**src/rtl/axis_interruption_pkg.sv**
```systemverilog
// Shared types and constants for the AXI-Stream interruption injector.
// edge_threshold gives the head/tail stall threshold for a beat index, or 0 when the beat is not an edge beat.
package axis_interruption_pkg;

  typedef enum logic {PASS = 1'b0, STALL = 1'b1} state_e;

  localparam logic [10:0] HEAD_THR_1   = 11'd128;
  localparam logic [10:0] HEAD_THR_2   = 11'd256;
  localparam logic [10:0] HEAD_THR_3   = 11'd512;
  localparam logic [10:0] TAIL_THR     = 11'd512;
  localparam logic [10:0] FORCE_THR    = 11'd1024;
  localparam logic [15:0] DEFAULT_SEED = 16'hACE1;

  function automatic logic [10:0] edge_threshold(input logic [31:0] k,
                                                 input logic [31:0] len,
                                                 input logic        force_edges);
    logic [10:0] thr;
    thr = '0;
    if (k == 32'd1)      thr = HEAD_THR_1;
    else if (k == 32'd2) thr = HEAD_THR_2;
    else if (k == 32'd3) thr = HEAD_THR_3;
    else if (k != 32'd0 && k < len && k + 32'd3 >= len) thr = TAIL_THR;
    if (thr != '0 && force_edges) thr = FORCE_THR;
    return thr;
  endfunction

endpackage

```
**src/rtl/axis_interruption_injector_lfsr.sv**
```systemverilog
// Right-shifting Galois LFSR that advances every cycle; a seed load takes priority
// and a zero seed is swapped for the default so the register never locks up.
module lfsr_galois #(
  parameter int                LFSR_W       = 16,
  parameter logic [LFSR_W-1:0] TAPS         = LFSR_W'(16'hB400),
  parameter logic [LFSR_W-1:0] DEFAULT_SEED = LFSR_W'(16'hACE1)
) (
  input  logic              clk,
  input  logic              rst_n,
  input  logic              seed_load,
  input  logic [LFSR_W-1:0] seed,
  output logic [LFSR_W-1:0] state
);

  always_ff @(posedge clk or negedge rst_n) begin
    if (!rst_n)
      state <= DEFAULT_SEED;
    else if (seed_load)
      state <= (seed == '0) ? DEFAULT_SEED : seed;
    else
      state <= {1'b0, state[LFSR_W-1:1]} ^ (state[0] ? TAPS : '0);
  end

endmodule

```
**src/rtl/axis_interruption_injector.sv**
```systemverilog
// AXI-Stream pass-through that inserts LFSR-driven bubbles biased to packet head/tail
// beats plus mid-packet bursts, limited by a per-packet stall-cycle budget.
module axis_interruption_injector #(
  parameter int                DATA_W       = 32,
  parameter int                MAX_INT_LEN  = 16,
  parameter int                LEN_W        = 16,
  parameter int                LFSR_W       = 16,
  parameter logic [LFSR_W-1:0] DEFAULT_SEED = LFSR_W'(axis_interruption_pkg::DEFAULT_SEED)
) (
  input  logic              aclk,
  input  logic              aresetn,
  input  logic [DATA_W-1:0] s_tdata,
  input  logic              s_tvalid,
  input  logic              s_tlast,
  output logic              s_tready,
  output logic [DATA_W-1:0] m_tdata,
  output logic              m_tvalid,
  output logic              m_tlast,
  input  logic              m_tready,
  input  logic              cfg_en,
  input  logic [LEN_W-1:0]  cfg_pkt_len,
  input  logic [LEN_W-1:0]  cfg_budget,
  input  logic [5:0]        cfg_max_len,
  input  logic [10:0]       cfg_rate,
  input  logic              cfg_edge_en,
  input  logic              cfg_force_edges,
  input  logic [LFSR_W-1:0] cfg_seed,
  input  logic              cfg_seed_load,
  output logic              stall_active,
  output logic [31:0]       stall_cycles_total,
  output logic [31:0]       pkt_count
);

  import axis_interruption_pkg::*;

  state_e            state_q, state_d;
  logic [LEN_W-1:0]  k_q, k_next, budget_q, pkt_len_q;
  logic [5:0]        cnt_q, max_len_q;
  logic [10:0]       rate_q;
  logic              edge_en_q, force_q;
  logic [LFSR_W-1:0] lfsr;

  logic              stall, hs, pkt_start, take_stall;
  logic [LEN_W-1:0]  eff_len, eff_budget;
  logic [5:0]        eff_max_len, max_cap, len_raw, stall_len;
  logic [10:0]       eff_rate, edge_thr, thr;
  logic              eff_edge_en, eff_force, in_mid;

  lfsr_galois #(
    .LFSR_W       (LFSR_W),
    .DEFAULT_SEED (DEFAULT_SEED)
  ) u_lfsr (
    .clk       (aclk),
    .rst_n     (aresetn),
    .seed_load (cfg_seed_load),
    .seed      (cfg_seed),
    .state     (lfsr)
  );

  assign stall        = (state_q == STALL);
  assign stall_active = stall;
  assign m_tvalid     = s_tvalid & ~stall;
  assign s_tready     = m_tready & ~stall;
  assign m_tdata      = s_tdata;
  assign m_tlast      = s_tlast;
  assign hs           = s_tvalid & m_tready & ~stall;
  assign pkt_start    = hs & (k_q == '0);
  assign k_next       = (k_q == '1) ? k_q : k_q + LEN_W'(1);

  // Beat 0's handshake both latches the packet config and decides beat 1, so use the live cfg then
  assign eff_len     = pkt_start ? cfg_pkt_len     : pkt_len_q;
  assign eff_budget  = pkt_start ? cfg_budget      : budget_q;
  assign eff_max_len = pkt_start ? cfg_max_len     : max_len_q;
  assign eff_rate    = pkt_start ? cfg_rate        : rate_q;
  assign eff_edge_en = pkt_start ? cfg_edge_en     : edge_en_q;
  assign eff_force   = pkt_start ? cfg_force_edges : force_q;

  always_comb begin
    edge_thr = edge_threshold(32'(k_next), 32'(eff_len), eff_force);
    in_mid   = (k_next >= LEN_W'(4)) &&
               ((LEN_W+1)'(k_next) + (LEN_W+1)'(4) <= (LEN_W+1)'(eff_len));
    max_cap  = (eff_max_len == '0) ? 6'd1 :
               (eff_max_len > 6'(MAX_INT_LEN)) ? 6'(MAX_INT_LEN) : eff_max_len;
    thr      = '0;
    len_raw  = 6'd1;
    if (eff_edge_en && edge_thr != '0) begin
      thr = edge_thr;
    end else if (in_mid) begin
      thr     = eff_rate;
      len_raw = 6'd1 + (lfsr[15:10] % max_cap);
    end
    take_stall = cfg_en & hs & ~s_tlast & ({1'b0, lfsr[9:0]} < thr) & (eff_budget != '0);
    stall_len  = (LEN_W'(len_raw) > eff_budget) ? eff_budget[5:0] : len_raw;

    state_d = state_q;
    case (state_q)
      PASS:    if (take_stall) state_d = STALL;
      STALL:   if (!cfg_en || cnt_q == 6'd1) state_d = PASS;
      default: state_d = PASS;
    endcase
  end

  always_ff @(posedge aclk or negedge aresetn) begin
    if (!aresetn) begin
      state_q            <= PASS;
      k_q                <= '0;
      budget_q           <= '0;
      cnt_q              <= '0;
      stall_cycles_total <= '0;
      pkt_count          <= '0;
    end else begin
      state_q <= state_d;
      if (take_stall)  cnt_q <= stall_len;
      else if (stall)  cnt_q <= cnt_q - 6'd1;
      if (stall) begin
        if (budget_q != '0) budget_q <= budget_q - LEN_W'(1);
        if (stall_cycles_total != '1) stall_cycles_total <= stall_cycles_total + 32'd1;
      end else if (pkt_start) begin
        budget_q <= cfg_budget;
      end
      if (hs) begin
        if (s_tlast) begin
          k_q       <= '0;
          pkt_count <= pkt_count + 32'd1;
        end else begin
          k_q <= k_next;
        end
      end
    end
  end

  // Per-packet config snapshot; only meaningful once a packet has started
  always_ff @(posedge aclk) begin
    if (pkt_start) begin
      pkt_len_q <= cfg_pkt_len;
      max_len_q <= cfg_max_len;
      rate_q    <= cfg_rate;
      edge_en_q <= cfg_edge_en;
      force_q   <= cfg_force_edges;
    end
  end

endmodule

```
**config.mk**
```make
export PLATFORM = sky130hd
export DESIGN_NAME = axis_interruption_injector
export DESIGN_NICKNAME = d
export VERILOG_FILES = /design/src/rtl/axis_interruption_pkg.sv /design/src/rtl/axis_interruption_injector_lfsr.sv /design/src/rtl/axis_interruption_injector.sv
export SDC_FILE = /design/constraint.sdc
export NUM_CORES = 1
export LEC_CHECK = 0
export ABC_CLOCK_PERIOD_IN_PS = 31900
export CAP_MARGIN = 10
export CORE_MARGIN = 2
export CORE_UTILIZATION = 58
export CTS_CLUSTER_SIZE = 12
export DETAILED_ROUTE_END_ITERATION = 7
export PLACE_DENSITY = 0.87
export SLEW_MARGIN = 0
export SYNTH_ARGS = -nofsm -noshare
export SYNTH_HDL_FRONTEND = slang
export SYNTH_SLANG_ARGS = --single-unit
```
**constraint.sdc**
```tcl
create_clock -name aclk -period 31.9 [get_ports aclk]
set_input_delay 4.785 -clock aclk [delete_from_list [all_inputs] [get_ports aclk]]
set_output_delay 4.785 -clock aclk [all_outputs]
set_load 0.01 [all_outputs]
```
==> flow_summary.json <==
{
  "r2r-end": "cnt_q[2]",
  "ys_seq_elements": 154,
  "power_density_nw_per_um2": 131.8,
  "numCtsBuffers": 17,
  "drive_gt1_frac": 0.06130,
  "required_ns": 32.22,
  "crit_path_end_kind": "flip-flop",
  "crit_top_cell": "ha_1",
  "hold_viol": 0,
  "relSlewSlack": 0.2043,
  "post_cts_buffers": 0,
  "synth_mux_area_frac": 0.04361,
  "synth_edf_count": 0,
  "critPathMaxFanout": 31,
  "gp_congestion": 0.9590,
  "vdd_drop_max_mv": 0.1451,
  "synth_compound_area_frac": 0.1353,
  "num_vias": 9902,
  "dp_cells": 1631,
  "grt_max_degree": 81,
  "arrival_ns": 18.23,
  "netlist_instances": 1299,
  "seq_area_frac_synth": 0.3288,
  "antenna_cells": 0,
  "antenna_found_initial": 0,
  "fin_nets": 1597,
  "synth_area_sq_um": 11220,
  "fmax_mhz": 55.81,
  "min_to": "rate_q[5]",
  "dieArea_sq_um": 20470,
  "slowest_delay_ns": 0.60,
  "rsz0062_at_grt": "false",
  "detail_route.first_pass.iterations": 6,
  "grt_pass1_wl_microns": 48550,
  "setup_viol": 0,
  "syn-num-nets": 1506,
  "antenna_left": 0,
  "cap_violations": 0,
  "clk_latency_ns": 0.44,
  "initial_utilization": 0.5957,
  "core_area_sq_um": 18830,
  "cp_slowest_cell": "or3_4",
  "final_cell_area_sq_um": 13210,
  "routed_via_density": 5.954,
  "first_global_vias": 9763,
  "core.rowCount": 50,
  "period_share": 0.5617,
  "post_dp_cell_area_sq_um": 12590,
  "r2r-start": "k_q[0]",
  "h-tree-depth": 4,
  "hp-class": "reg2reg",
  "grt-ovfl-total": 0,
  "synth_xor_area_frac": 0.09994,
  "start_kind": "input port",
  "fin_skew_ns": 0.01421,
  "layout_common_cells": "nand2_1, clkdlybuf4s50_1, dfrtp_1",
  "rr_worst_depth": 58,
  "drv_slew": 0,
  "tightest_slew_ns": 1.189,
  "clk_pin_slew_ns": 0.07,
  "holdPathStages": 2,
  "fillers": 1443,
  "yosys_warnings": 0,
  "clock_path_buffers": 2,
  "async_flop_share": 0.7727,
  "fin_cells": 1663,
  "cts.sinks": 154,
  "cts_tree": "built",
  "leakagePower_nw": 6.010,
  "pin_count": 206,
  "r2r_slack_ns": 18.33,
  "grt_util_all_layers": 0.2959,
  "yosys.area_share.simple": 0.2209,
  "synthDistinctLibCells": 82,
  "holdBufCountCts": 0,
  "routed_wl_microns": 29580,
  "dpl.hpwl_microns": 22410,
  "ys_top_cells_by_area": "dfrtp_1, ha_1, xnor2_1",
  "period_needed_ns": 17.92,
  "die_height_microns": 143.1,
  "worstHoldStart": "rate_q[5]",
  "yosysTopAreaCell": "dfrtp_1",
  "synth_top_area_frac": 0.2476,
  "cts_root_buffer": "clkbuf_16",
  "die_w_microns": 143.1,
  "post-route-util": 0.7014,
  "outcome": "finished clean",
  "wire_per_inst_microns": 17.79,
  "synthFlopType": "dfrtp_1",
  "drc_errors": 0,
  "layout_commonest_cell": "nand2_1",
  "drt_iter0_drc": 760,
  "synth_fa_ha_area_frac": 0.1133,
  "path_class": "in2reg",
  "tns_ns": 0,
  "area_growth_pct": 17.75,
  "cts.repair.resized": 0,
  "syn_avg_cell_area_sq_um": 8.635,
  "synth_top_family_by_area": "simple AND/OR/NAND/NOR gates",
  "port-buffer-count": 141
}
-- through the flow --
step                      hold slack [ns]  worst slack [ns]  power (W)
after detailed placement           0.4297             13.75   0.001496
after floorplan                    0.4115             15.45   0.001232
after global routing               0.4633             13.10   0.001897
after global placement             0.4212             14.00   0.001467
after CTS                          0.4469             14.11   0.001725
final                              0.4451             13.98   0.001741
-- synth_stat cells (all sizes together), types with 6 or more instances --
| master | number |
|---|---|
| o21ai | 50 |
| buf | 43 |
| a21oi | 53 |
| o211ai | 6 |
| or2 | 13 |
| mux2 | 15 |
| nor2 | 91 |
| inv | 64 |
| xor2 | 35 |
| and2 | 9 |
| xnor2 | 93 |
| a31oi | 9 |
| o31ai | 13 |
| nand2b | 15 |
| ha | 100 |
| dfrtp | 111 |
| dfxtp | 35 |
| and3 | 23 |
| nand3 | 49 |
| nand4 | 28 |
| nand2 | 173 |
| o21a | 9 |
| and4 | 11 |
| a21o | 12 |
| nor3 | 32 |
| nor2b | 17 |
| a211oi | 9 |
| or3 | 9 |
| clkbuf | 31 |
| nor4 | 16 |
| mux2i | 32 |
| a211o | 7 |
| o22a | 9 |
| dfstp | 8 |
-- registers in the layout, summed over array words and instances (netlist names) --
signal	flops
pkt_count	32
stall_cycles_total	32
budget_q	16
k_q	16
pkt_len_q	16
u_lfsr.state	16
rate_q	11
cnt_q	6
max_len_q	6
edge_en_q	1
force_q	1
stall_active	1
-- layout make-up --
type                            instances  area [sq um]  area share
Tap cell                              260         325.3     0.02463
Sequential cell                       154          3689      0.2793
Clock inverter                         15         196.4     0.01487
Timing Repair Buffer                  146          1446      0.1095
Inverter                               64         240.2     0.01819
Multi-Input combinational cell       1007          6885      0.5213
Clock buffer                           17         425.4     0.03221
-- critical path, delay by kind of cell --
| family | cells | cell delay [ns] |
|---|---|---|
| muxes | 2 | 0.78 |
| adders and majority gates | 8 | 2.25 |
| and+or+nand+nor | 22 | 4.40 |
| AOI/OAI and AO/OA | 20 | 4.71 |
| buffers and inverters | 5 | 1.31 |
-- worst max path at each step --
| stage | from | endpoint | cells past startpoint |
|---|---|---|---|
| 2_1_floorplan | m_tready | cnt_q[5] | 57 |
| 3_3_place_gp | m_tready | cnt_q[2] | 57 |
| 3_5_place_dp | s_tvalid | cnt_q[2] | 57 |
| 4_1_cts | m_tready | cnt_q[3] | 57 |
| 5_1_grt | m_tready | cnt_q[3] | 57 |
| 6_report | m_tready | cnt_q[2] | 57 |
-- where the power goes --
part           internal (W)  switching [W]
combinational      0.000548       0.000706
clock              0.000114      0.0000975
sequential         0.000239      0.0000364
total              0.000901       0.000840
-- logic make-up after synthesis --
family,Yosys count
mux,47
flops,154
buf+inv,138
compound gates,226
simple gates,504
other cells,1
fa+ha+maj,101
xor+xnor,128
-- per-layer routing --
| layer | track usage | routed length [microns] | share of wire |
|---|---|---|---|
| met5 | 0 | 0 | 0 |
| met1 | 0.3818 | 12670 | 0.43 |
| met4 | 0.1058 | 850 | 0.029 |
| met3 | 0.04594 | 1514 | 0.051 |
| met2 | 0.5037 | 14550 | 0.49 |
No activity file was read; power rests on OpenSTA's default activity.
